### src/rtl/seg_display_driver_pkg.sv
// seg_display_driver_pkg: active-low segment codes, converter states, prescaler divide and digit decode helpers
package seg_display_driver_pkg;
  localparam logic [6:0] SEG_0 = 7'h40;
  localparam logic [6:0] SEG_1 = 7'h79;
  localparam logic [6:0] SEG_2 = 7'h24;
  localparam logic [6:0] SEG_3 = 7'h30;
  localparam logic [6:0] SEG_4 = 7'h19;
  localparam logic [6:0] SEG_5 = 7'h12;
  localparam logic [6:0] SEG_6 = 7'h02;
  localparam logic [6:0] SEG_7 = 7'h78;
  localparam logic [6:0] SEG_8 = 7'h00;
  localparam logic [6:0] SEG_9 = 7'h10;
  localparam logic [6:0] SEG_BLANK = 7'h7F;
  typedef enum logic [1:0] {IDLE, SHIFT, DONE} conv_state_e;
  function automatic int calc_div(input int clk_hz, input int scan_hz);
    return clk_hz / scan_hz;
  endfunction
  function automatic logic [6:0] seg_decode(input logic [3:0] d);
    case (d)
      4'd0: return SEG_0;
      4'd1: return SEG_1;
      4'd2: return SEG_2;
      4'd3: return SEG_3;
      4'd4: return SEG_4;
      4'd5: return SEG_5;
      4'd6: return SEG_6;
      4'd7: return SEG_7;
      4'd8: return SEG_8;
      4'd9: return SEG_9;
      default: return SEG_BLANK;
    endcase
  endfunction
endpackage

### src/rtl/seg_display_driver_bin2bcd_seq.sv
// bin2bcd_seq: sequential double-dabble converter; ports clk, reset (async active-low), value in, bcd out (nibble 0 = units), busy out
module bin2bcd_seq
  import seg_display_driver_pkg::*;
#(
  parameter int WIDTH  = 8,
  parameter int DIGITS = 3
) (
  input  logic                  clk,
  input  logic                  reset,
  input  logic [WIDTH-1:0]      value,
  output logic [4*DIGITS-1:0]   bcd,
  output logic                  busy
);
  localparam int CW = $clog2(WIDTH + 1);
  conv_state_e state, state_n;
  logic [WIDTH-1:0] shreg, shreg_n, last_value, last_n;
  logic [4*DIGITS-1:0] work, work_n, adj, bcd_n;
  logic [CW-1:0] cnt, cnt_n;
  logic busy_n;
  always_comb begin
    for (int i = 0; i < DIGITS; i++)
      adj[4*i +: 4] = work[4*i +: 4] >= 4'd5 ? work[4*i +: 4] + 4'd3 : work[4*i +: 4];
    state_n = state;
    shreg_n = shreg;
    work_n = work;
    cnt_n = cnt;
    last_n = last_value;
    bcd_n = bcd;
    busy_n = busy;
    case (state)
      IDLE: if (value != last_value) begin
        state_n = SHIFT;
        shreg_n = value;
        last_n = value;
        work_n = '0;
        cnt_n = '0;
        busy_n = 1'b1;
      end
      SHIFT: begin
        {work_n, shreg_n} = {adj, shreg} << 1;
        cnt_n = cnt + CW'(1);
        state_n = cnt == CW'(WIDTH - 1) ? DONE : SHIFT;
      end
      DONE: begin
        bcd_n = work;
        busy_n = 1'b0;
        state_n = IDLE;
      end
      default: state_n = IDLE;
    endcase
  end
  always_ff @(posedge clk or negedge reset)
    if (!reset) begin
      state <= IDLE;
      shreg <= '0;
      work <= '0;
      cnt <= '0;
      last_value <= '0;
      bcd <= '0;
      busy <= 1'b0;
    end else begin
      state <= state_n;
      shreg <= shreg_n;
      work <= work_n;
      cnt <= cnt_n;
      last_value <= last_n;
      bcd <= bcd_n;
      busy <= busy_n;
    end
endmodule

### src/rtl/seg_display_driver.sv
// seg_display_driver: decimal 7-seg scan driver; ports clk, reset (async active-low), value in, an/seg out (active-low), bcd/busy out
module seg_display_driver
  import seg_display_driver_pkg::*;
#(
  parameter int CLK_HZ   = 50000000,
  parameter int SCAN_HZ  = 1000,
  parameter int WIDTH    = 8,
  parameter int DIGITS   = 3,
  parameter bit BLANK_LZ = 1'b1
) (
  input  logic                clk,
  input  logic                reset,
  input  logic [WIDTH-1:0]    value,
  output logic [DIGITS-1:0]   an,
  output logic [6:0]          seg,
  output logic [4*DIGITS-1:0] bcd,
  output logic                busy
);
  localparam int DIV = calc_div(CLK_HZ, SCAN_HZ);
  localparam int PW = DIV > 1 ? $clog2(DIV) : 1;
  localparam int IW = DIGITS > 1 ? $clog2(DIGITS) : 1;
  logic [PW-1:0] pre;
  logic [IW-1:0] idx, cur, sel;
  logic tick, on, lz;
  logic [3:0] dig;
  logic [6:0] seg_n;
  bin2bcd_seq #(.WIDTH(WIDTH), .DIGITS(DIGITS)) u_conv (
    .clk(clk), .reset(reset), .value(value), .bcd(bcd), .busy(busy)
  );
  // idx is the digit to show on the next tick; cur is the one currently shown,
  // so the first tick after reset lights the units digit.
  always_comb begin
    tick = pre == PW'(DIV - 1);
    sel = tick ? idx : cur;
    dig = bcd[4*sel +: 4];
    lz = BLANK_LZ && sel != '0 && (bcd >> (4*sel)) == '0;
    seg_n = lz ? SEG_BLANK : seg_decode(dig);
  end
  always_ff @(posedge clk or negedge reset)
    if (!reset) begin
      pre <= '0;
      idx <= '0;
      cur <= '0;
      on <= 1'b0;
      an <= '1;
      seg <= SEG_BLANK;
    end else begin
      pre <= tick ? '0 : pre + PW'(1);
      if (tick) idx <= idx == IW'(DIGITS - 1) ? '0 : idx + IW'(1);
      cur <= sel;
      on <= on | tick;
      if (on | tick) begin
        an <= ~(DIGITS'(1) << sel);
        seg <= seg_n;
      end
    end
endmodule

### config.mk
export PLATFORM = sky130hd
export DESIGN_NAME = seg_display_driver
export DESIGN_NICKNAME = d
export VERILOG_FILES = /design/src/rtl/seg_display_driver_pkg.sv /design/src/rtl/seg_display_driver_bin2bcd_seq.sv /design/src/rtl/seg_display_driver.sv
export SDC_FILE = /design/constraint.sdc
export NUM_CORES = 1
export LEC_CHECK = 0
export ABC_AREA = 0
export BUFFER_PORTS_ARGS = -buffer_cell sky130_fd_sc_hd__buf_2
export CAP_MARGIN = 20
export CORE_MARGIN = 2
export CORE_UTILIZATION = 45
export DETAILED_ROUTE_END_ITERATION = 10
export MAX_ROUTING_LAYER = met4
export PLACE_DENSITY = 0.73
export SLEW_MARGIN = 10
export SYNTH_ARGS = -nofsm -noshare
export SYNTH_HDL_FRONTEND = slang
export SYNTH_SLANG_ARGS = --single-unit
export TNS_END_PERCENT = 20
### constraint.sdc
create_clock -name clk -period 7.15 [get_ports clk]
set_input_delay 1.0725 -clock clk [delete_from_list [all_inputs] [get_ports clk]]
set_output_delay 1.0725 -clock clk [all_outputs]
set_load 0.005 [all_outputs]
### After elaboration in Yosys (flattened, before gate mapping)

Memory sizes are Yosys's and may differ from the RTL's.
Index checks and enable logic that the tools add are counted.

* register bits: 78
* memory bits (read-only): 112
* output and inout port bits: 23
* logic and storage cells: 62
* memories kept: 1

Memory list
* (no name shown): words 16, width 7, read ports 1, clocked after memory_dff 0, write ports 0, RTL line seg_display_driver_pkg.sv:19 `case (d)`

* add/sub/neg operators: 6
* $lt $le $gt $ge: 3
* eq/ne operators: 7
* shift-type cells: 3
* multiplexer cells: 18
* bitwise gates (word level): 2
* reduce and logical (&&, ||, !) cells: 9

Operators by type and width (number)
* $pmux 12 s2: 1
* $add 16x1->16 const B: 1
* $eq 16x16->1 const B: 1
* $mux 16: 1
* $pmux 8 s2: 1
* $ge 4x3->1 const B: 3
* $logic_not 12->1: 1
* $mux 12: 1
* $mux 4: 3
* $shiftx 12x5->4: 1
* $shr 12x4->12: 1
* $add 4x2->4 const B: 2
* $mux 2: 4
* $mux 8: 1
* $ne 8x8->1: 1
* $pmux 4 s2: 1
* $mux 7: 1
* $reduce_and 2->1: 3
* $reduce_bool 2->1: 3
* $add 4x1->4 const B: 1
* $eq 2x2->1 const B: 2
* $eq 4x3->1 const B: 1
* $pmux 2 s2: 1
* $add 3x2->3 const B: 1
* other kinds (11): 11

### Logic depth before layout (Yosys ltp)

Gate-level depths: netlist of the first run.

* depth in word-level cells: 6
* mapped depth: 13
* gate-level depth less buffers: 12

### Modules after synthesis

Synthesis of the first run repeated with hierarchy kept, for this count alone.

* cells, all modules: 358
* area total of the unflattened synthesis: 3951.3 um2

By module, submodules not included
* bin2bcd_seq: times used 1, cells each 189, area an instance 2244.7 um2
* seg_display_driver: times used 1, cells each 169, area an instance 1706.6 um2

### Least setup slack after synthesis of the first run

No wires, ideal clock.

* path kind: register -> register
* start: register pre[0]
* end: register seg[2]
* library setup time: 61 ps
* arrival time: 2787 ps
* slack: 4303 ps
* stages on the path, launching flop included: 13
* path buffers: 1
* cells stage by stage: dfrtp_1 -> ha_1 -> and3_1 -> buf_2 -> nand4_4 -> mux2i_4 -> mux2_2 -> a22o_2 -> inv_1 -> ha_1 -> nand4_1 -> a32oi_2 -> o22a_1

* longest elaborated chain between the ends: 6

RTL lines
* start, declared: RTL line seg_display_driver.sv:22 `logic [PW-1:0] pre;`
* start signal, assigned: RTL line seg_display_driver.sv:48 `pre <= tick ? '0 : pre + PW'(1);`
* $eq 16x16->1 *: RTL line seg_display_driver.sv:33 `tick = pre == PW'(DIV - 1);`
* parallel branches: the longest is 5 deep, another holds $mem_v2 16x7
* end signal, assigned: RTL line seg_display_driver.sv:54 `seg <= seg_n;`
* end, declared: RTL line seg_display_driver.sv:15 `output logic [6:0] seg,`

Every way passes the cells marked *.
A chain may end at the register's enable or synchronous reset.

### Worst setup path in the final report of the first run

* start: register pre[0]
* end: register seg[0]

* longest elaborated chain between the ends: 6

RTL lines
* $eq 16x16->1 *: RTL line seg_display_driver.sv:33
* $mux 2 *: RTL line seg_display_driver.sv:34 `sel = tick ? idx : cur;`
* via sel[1]: RTL line seg_display_driver.sv:23 `logic [IW-1:0] idx, cur, sel;`
* parallel branches: the longest is 3 deep, another holds $mem_v2 16x7
* $mux 7 *: RTL line seg_display_driver.sv:37 `seg_n = lz ? SEG_BLANK : seg_decode(dig);`

Mark *: on every way through the listed nets, which the timed path passes.

==> out/summary.txt, run 1 <==
flops & latches, synth - 78
grt ovf - 0
die width - 96.8 um
Power Density - 343 nW/um^2
clk sinks - 78
vias in the first global route - 2,600
first-pass GRT wire length - 12,700 um
Initial DRC Count - 161
core region area - 8300 um^2
delay-heaviest family, CP - simple AND/OR/NAND/NOR gates
YS warnings - 0
Post-Route Utilization - 52.1%
clk slew on worst S/H paths - 0.08 ns
async set-or-reset flop fraction in the synthesized netlist - 100%
Mapped Cells - 376
drt pass-1 iters - 4
simple-gate area share of the yosys netlist - 17.1%
slew margin rel. - 30.2%
Flop pwr share - 44.9%
starting density of the core - 46.7%
part of the power in the clock network - 21.7%
TritonCTS buffer count - 9
RSZ-0062 raised after global routing - no
slowest CP cell - mux2i_2
final net count - 429
met2 GRT Util - 25.1%
crit path DAT - 3.72 ns
post-synthesis adder-cell area fraction - 4.20%
Slew @ Worst Pin - 1.04 ns
met1 global-route usage - 22.9%
WP data required - 7.44 ns
CTS hold repair buffers - 0
Setup TNS Final - 0 ns
xor-xnor portion of the synthesized cell area - 5.87%
Syn Std Cell Area - 3880 um^2
Buf+Inv Stages, Crit Path - 2
DIE AREA - 9370 um^2
largest net degree at the start of global routing - 79
routed wire length per instance - 14.3 um
Setup violations, final - 0
RePlAce Congestion - 0.886
slowest stage delay, CP - 0.53 ns
Combinational Power Share - 33.3%
Fin. Hold Viols - 0
Area Overhead vs Synth - 11.5%
global route hottest layer - met2
peak supply drop - 0.192 mV
kind of critical path - reg -> reg
DRC - 0
f_max - 0.292 GHz
GR Layer Usage met3 - 4.55%
GRT Overall Usage - 16.9%
Main synth FF type - dfrtp_1
synth unique cells - 54
Die Height - 96.8 um
EDFF count, synth - 0
Root Driver - clkbuf_8
Final Critical Period - 3.42 ns
Total Wirelength - 7380 um
clk_lat worst skew - 0.35 ns
Routed Antenna Nets - 0
ant diodes - 0
commonest cells after routing, fill and taps aside - dfrtp_1, nand2_1, buf_2
Critical Path Source Type - flip-flop
mux contribution to synthesized area - 3.23%
CTS tree - yes
Internal Power - 0.942 mW
status - complete, no violations
I/O Pins - 33
Switch Pwr - 0.540 mW
DP Wirelength - 5090 um
vias per inst - 5.37
vias - 2,769
Syn Area/Cell - 10.3 um^2
maxcap violations - 0
Hold Path Class - reg -> reg
I/O Buffers - 32
switching share of power - 36.4%
final worst path period share - 47.9%
share of cells above drive strength 1 - 21.2%
critical path cell sequence - ha_1, and3_1, nand4_4, mux2i_2, inv_1, and3_1, or2_2, inv_1, ha_1, nand4_1, a32oi_2, o22a_1
postcts setup bufs - 0
CP endpoint kind - flip-flop
Synth Area in Compound Gates - 14.7%
Setup WS pre-CTS - 3.60 ns
Clock Skews - 0.00906 ns
initial antenna violation count - 0
htree depth - 3
most common cell after layout, fill and taps aside - dfrtp_1
largest family of logic cells by synthesized area - simple AND/OR/NAND/NOR gates
Max clock buf depth - 2
count of pins over their slew limit - 0
LEAKAGE - 2.07 nW
register area share after synthesis - 50.7%
setup ws final - 3.73 ns
syn nets - 399
post-cts sizing count - 0
Worst Path Max Fanout - 11
cell row count - 33
## state kept, by name, summed over array words and instances, names as in the netlist
| name | flops |
|---|---|
| u_conv.cnt | 4 |
| seg | 7 |
| u_conv.bcd | 12 |
| u_conv.last_value | 8 |
| u_conv.state | 2 |
| cur | 2 |
| pre | 16 |
| an | 3 |
| u_conv.work | 12 |
| u_conv.busy | 1 |
| idx | 2 |
| u_conv.shreg | 8 |
| on | 1 |
## cells by family (layout without fill, tap and decap cells)
logic type,count (synthesis),in the layout
buffers and inverters,37,72
flip-flops,78,78
AND/OR/NAND/NOR,126,126
multiplexers,10,10
XOR/XNOR,26,26
adder cells (fa/ha/maj),13,13
AO/OA/AOI/OAI,86,86
## final timing paths
| check | start | end | slack [ns] | depth (start not counted) |
|---|---|---|---|---|
| worst max-delay path | pre[0] | seg[0] | 3.73 | 12 |
| worst min-delay path | pre[0] | pre[0] | 0.47 | 1 |
| worst max register to register | pre[0] | seg[0] | 3.73 | 12 |
| worst min register to register | pre[0] | pre[0] | 0.47 | 1 |
| max in group asynchronous | reset | an[0] | 5.94 | 2 |
| min in group asynchronous | reset | pre[3] | 0.60 | 1 |
## Yosys cell counts, types with 2 or more instances
master    number  area (um^2)
nor2_1        26         97.6
a221o_1        8         80.1
inv_1         22         82.6
clkbuf_1      10         37.5
ha_1          13          163
a31oi_1        3         18.8
o31ai_1        2         15.0
xnor2_1       15          131
dfstp_2       10          263
nand3_1       19         95.1
nor2b_1        2         12.5
buf_6          3         33.8
o21ai_0       31          155
nor3_1         6         30.0
a21oi_1       15         75.1
a21o_1         7         52.6
nand2b_1       5         31.3
nand2_1       39          146
dfrtp_1       68         1700
nand4_1        4         25.0
a211oi_1       4         30.0
xor2_1        11         96.3
o22a_1         6         52.6
o21a_1         4         30.0
and3_1         7         43.8
and3_2         2         15.0
mux2_2         7         78.8
## layer usage
metal	vias up	wire length, um	share of wire, %
met4	0	37	0.50
met2	55	3470	47
met3	7	287	3.9
met1	1341	3590	49
met5	-	0	0
li1	1366	-	-
## cell type report
type,instances,area [um^2]
Tap cell,105,131
Clock buffer,9,124
Clock inverter,7,65.1
Timing Repair Buffer,34,201
Fill cell,769,3980
Multi-Input combinational cell,261,1750
Sequential cell,78,1960
Inverter,22,82.6
## power by group through the flow
| stage | clock network (mW) | registers, mW | logic (mW) |
|---|---|---|---|
| 3_5_place_dp | 0 | 0.671 | 0.494 |
| 4_1_cts | 0.331 | 0.663 | 0.493 |
| 6_report | 0.322 | 0.666 | 0.494 |
| 2_1_floorplan | 0 | 0.642 | 0.382 |
| 3_3_place_gp | 0 | 0.665 | 0.480 |
| 5_1_grt | 0.349 | 0.682 | 0.566 |
## metrics by stage
stage          cell area, um^2  hold slack, ns  power, mW  cells
6_report                  4320           0.466       1.48    516
5_1_grt                   4320           0.490       1.60    516
4_1_cts                   4280           0.471       1.49    514
3_5_place_dp              4090           0.459       1.16    498
3_3_place_gp              4090           0.435       1.15    498
2_1_floorplan             3880           0.422       1.02    376
Power figures use the tool's default switching activity.
==> run 2: changes to the inputs <==
clock period = 3.3 ns   (was 7.15 ns; I/O delays follow)
==> run 2 against run 1 <==
Compared with the run above: final area up 0.78%; sequential cell count unchanged; critical path depth down 1; via count up 2.0%; maximum frequency up 9.8%; sequential power up 110%; register-to-register slack worse by 3.5 ns; wire length up 0.91%; critical path type unchanged; critical endpoint is now seg[6]; largest cell class unchanged; largest power group unchanged.
==> out/summary.txt, run 2 (same netlist as run 1, synthesis figures left out) <==
Critical Path Source Type - flip-flop
count of pins over their slew limit - 0
most common cell after layout, fill and taps aside - dfrtp_1
Total Wirelength - 7450 um
Routed Antenna Nets - 0
Top cell by count, worst path - ha_1
Area Overhead vs Synth - 12.4%
core region area - 8300 um^2
clk_lat worst skew - 0.36 ns
Root Driver - clkbuf_8
CTS tree - yes
biggest regs - pre (16), u_conv.bcd (12), u_conv.work (12)
Fin. Hold Viols - 0
postcts setup bufs - 0
GRT Overall Usage - 17.4%
RSZ-0062 raised after global routing - no
Clock Skews - 0.0169 ns
vias in the first global route - 2,786
TritonCTS buffer count - 9
CP endpoint kind - flip-flop
grt ovf - 0
Buf+Inv Stages, Crit Path - 1
max FFs per register - 16
DP Wirelength - 5210 um
critical path cell sequence - ha_1, and3_1, nand4_4, mux2i_4, mux2_2, a22o_2, inv_1, ha_1, nand4_1, a32oi_2, o22a_1
maxcap violations - 0
cell row count - 33
crit path DAT - 3.42 ns
WP data required - 3.61 ns
Hold Path Class - in -> async
CTS hold repair buffers - 0
slowest stage delay, CP - 0.41 ns
vias - 2,823
ant diodes - 0
Setup TNS Final - 0 ns
peak supply drop - 0.500 mV
status - complete, no violations
Max clock buf depth - 2
first-pass GRT wire length - 13,000 um
htree depth - 3
delay-heaviest family, CP - compound AO/OA/AOI/OAI gates
share of cells above drive strength 1 - 21.9%
routed wire length per instance - 14.3 um
I/O Buffers - 32
Final Critical Period - 3.12 ns
LEAKAGE - 2.09 nW
Power Density - 743 nW/um^2
final net count - 433
DRC - 0
DIE AREA - 9370 um^2
Layout Cells excl Fill - 520
register bank with the most flops - pre
clk sinks - 78
initial antenna violation count - 0
slew margin rel. - 52.2%
die width - 96.8 um
RePlAce Congestion - 0.888
FILL cells - 756
Slew @ Worst Pin - 0.717 ns
slowest CP cell - dfrtp_1
clk slew on worst S/H paths - 0.09 ns
Setup violations, final - 0
Worst Path Max Fanout - 9
post-cts sizing count - 0
final worst path period share - 94.5%
commonest cells after routing, fill and taps aside - dfrtp_1, nand2_1, buf_2
Design Power - 3.24 mW
starting density of the core - 46.7%
I/O Pins - 33
f_max - 0.321 GHz
largest net degree at the start of global routing - 79
kind of critical path - reg -> reg
Initial DRC Count - 135
drt pass-1 iters - 5
vias per inst - 5.43
Die Height - 96.8 um
placed insts - 503
## run 2: cell count changes in the layout (fill, tap and decap cells not counted)
cell / previous run / this run
buf_4: 1 / 6
clkbuf_16: 0 / 2
buf_12: 0 / 1
buf_16: 1 / 0
buf_6: 1 / 0
bufinv_16: 1 / 0
clkbuf_1: 0 / 1
clkinv_1: 1 / 0
clkinv_2: 3 / 2
## run 2: power by group
part | internal [mW] | total (mW) | switching, mW
combinational | 0.500 | 1.08 | 0.581
sequential | 1.21 | 1.43 | 0.226
clock | 0.364 | 0.721 | 0.357
total | 2.07 | 3.24 | 1.16
## run 2: cell type report
| cell class | instances | area (um^2) | share of cell area [%] |
|---|---|---|---|
| flip-flops and latches | 78 | 1960 | 45.1 |
| multi-input cells | 261 | 1750 | 40.2 |
| repair buffers | 38 | 220 | 5.06 |
| clock buffers | 12 | 178 | 4.08 |
| well taps | 105 | 131 | 3.02 |
| inverters | 22 | 82.6 | 1.90 |
| clock inverters | 4 | 26.3 | 0.603 |
## run 2: routing by layer
| metal | GRT usage [%] | up-vias | wire (um) |
|---|---|---|---|
| met5 | - | - | 0 |
| met4 | 6.28 | 0 | 89 |
| met3 | 4.26 | 8 | 337 |
| met2 | 27.3 | 69 | 3620 |
| met1 | 22.2 | 1364 | 3400 |
| li1 | - | 1382 | - |
## run 2: path summary, 6_finish.rpt
| path | cells past startpoint | from | slack (ns) | to |
|---|---|---|---|---|
| max | 11 | pre[0] | 0.18 | seg[6] |
| min reg2reg | 1 | pre[0] | 0.48 | pre[0] |
| min in group clk | 3 | value[0] | 0.43 | u_conv.shreg[0] |
| min | 1 | reset | 0.10 | pre[8] |
| max in group asynchronous | 2 | reset | 2.55 | seg[6] |
| max reg2reg | 11 | pre[0] | 0.18 | seg[6] |
## run 2: worst register-to-register path, cell delays in order (launching register included)
cell,delay [ns]
dfrtp_1,0.41
ha_1,0.22
and3_1,0.26
nand4_4,0.17
mux2i_4,0.37
mux2_2,0.39
a22o_2,0.23
inv_1,0.10
ha_1,0.20
nand4_1,0.11
a32oi_2,0.38
o22a_1,0.21
## run 2: through the flow
| step | instance area, um^2 | worst slack [ns] | utilization [%] | hold WS [ns] |
|---|---|---|---|---|
| 3_5_place_dp | 4130 | 0.215 | 49.8 | 0.466 |
| 5_1_grt | 4360 | 0.0127 | 52.5 | 0.141 |
| 4_1_cts | 4340 | 0.177 | 52.2 | 0.318 |
| 2_1_floorplan | 3880 | 0.453 | - | 0.199 |
| 6_report | 4360 | 0.182 | 52.5 | 0.102 |
| 3_3_place_gp | 4130 | 0.323 | 49.8 | 0.436 |
==> run 3: changes to the inputs <==
RECOVER_POWER = 100   (was default)
==> run 3 against run 2 <==
Compared with the run above: first-iteration DRC count fell by 0.74%; worst setup slack improved by 0.0022 ns; the flow now finishes with violations (capacitance limit, slew limit); register-to-register slack barely moved; sequential power barely moved.
==> out/summary.txt, run 3 (same netlist as run 1, synthesis figures left out) <==
TritonCTS buffer count - 9
Setup WS pre-CTS - 0.215 ns
biggest regs - pre (16), u_conv.bcd (12), u_conv.work (12)
kind of critical path - reg -> reg
peak supply drop - 0.493 mV
Setup violations, final - 0
crit path DAT - 3.42 ns
initial antenna violation count - 0
Setup TNS Final - 0 ns
DP Wirelength - 5210 um
DIE AREA - 9370 um^2
RePlAce Congestion - 0.888
Initial DRC Count - 134
setup ws final - 0.184 ns
routed wire length per instance - 14.3 um
vias per inst - 5.44
clk_lat worst skew - 0.36 ns
final worst path period share - 94.4%
maxcap violations - 1
starting density of the core - 46.7%
slew margin rel. - -43.3%
max FFs per register - 16
LEAKAGE - 2.06 nW
clk sinks - 78
first-pass GRT wire length - 13,000 um
final net count - 433
Total Wirelength - 7450 um
Fin. Hold Viols - 0
setup slack, reg-to-reg - 0.18 ns
CTS tree - yes
clk slew on worst S/H paths - 0.09 ns
I/O Buffers - 32
f_max - 0.321 GHz
CP endpoint kind - flip-flop
htree depth - 3
Slew @ Worst Pin - 2.15 ns
I/O Pins - 33
Root Driver - clkbuf_8
Worst Path Max Fanout - 9
postcts setup bufs - 0
Area Overhead vs Synth - 11.1%
RSZ-0062 raised after global routing - no
most common cell after layout, fill and taps aside - dfrtp_1
count of pins over their slew limit - 42
die width - 96.8 um
GRT Overall Usage - 17.4%
Power Density - 747 nW/um^2
failing checks - capacitance limit, slew limit
WP data required - 3.61 ns
Clock Skews - 0.0163 ns
vias - 2,831
commonest cells after routing, fill and taps aside - dfrtp_1, nand2_1, o21ai_0
cell row count - 33
Critical Path Source Type - flip-flop
grt ovf - 0
drt pass-1 iters - 4
launch point of the critical path - pre[0]
register bank with the most flops - pre
vias in the first global route - 2,786
ant diodes - 0
Max clock buf depth - 2
largest net degree at the start of global routing - 79
status - complete, but fails checks
Crit Reg-Reg Startpoint - pre[0]
Die Height - 96.8 um
HP Start - value[0]
Routed Antenna Nets - 0
CTS hold repair buffers - 0
share of cells above drive strength 1 - 17.6%
post-cts sizing count - 0
core region area - 8300 um^2
DRC - 0
Hold Path Class - in -> reg
Final Critical Period - 3.12 ns
[run 3: cell types whose count changed in the layout (fill, tap and decap cells not counted), sizes merged]
cell and delta:
buf -11, clkbuf +11
[run 3: worst max-delay path, stage by stage, from the launching register on]
cell	delay (ns)
dfrtp_1	0.41
ha_1	0.22
and3_1	0.26
nand4_4	0.16
mux2i_4	0.36
mux2_1	0.39
a22o_2	0.24
inv_1	0.10
ha_1	0.20
nand4_1	0.11
a32oi_2	0.38
o22a_1	0.21
[run 3: path summary, 6_finish.rpt]
path                                        end  depth (start not counted)
min in group asynchronous                pre[9]                          1
worst max register to register           seg[6]                         11
worst min-delay path            u_conv.shreg[0]                          3
worst min register to register           pre[0]                          1
max in group asynchronous         u_conv.bcd[5]                          2
worst max-delay path                     seg[6]                         11
[run 3: through the flow]
stage	util (%)	hold WS, ns	power [mW]	instances	instance area [um^2]
after CTS	52.2	0.318	3.27	519	4340
final	51.9	0.425	3.22	520	4310
after floorplan	-	0.199	2.22	376	3880
after global placement	49.8	0.436	2.49	503	4130
after detailed placement	49.8	0.466	2.54	503	4130
after global routing	51.9	0.443	3.47	520	4310
[run 3: metal layers]
layer / global-route usage (%) / part of all wire [%] / vias to the layer above
met3: 4.26 / 4.8 / 10
met2: 27.3 / 48 / 72
met4: 6.28 / 1.4 / 0
met1: 22.2 / 45 / 1370
li1: - / - / 1379
met5: - / 0 / -
[run 3: layout make-up]
cell class                 instances  area (um^2)
clock buffer                      12          178
inverter                          22         82.6
multi-input combinational        261         1740
timing repair buffer              38          183
sequential                        78         1960
fill                             771         3990
tap                              105          131
clock inverter                     4         26.3
[run 3: report_power, final]
part	internal, mW	switching, mW	total [mW]
clock network	0.364	0.357	0.721
registers	1.21	0.226	1.43
logic	0.482	0.581	1.06
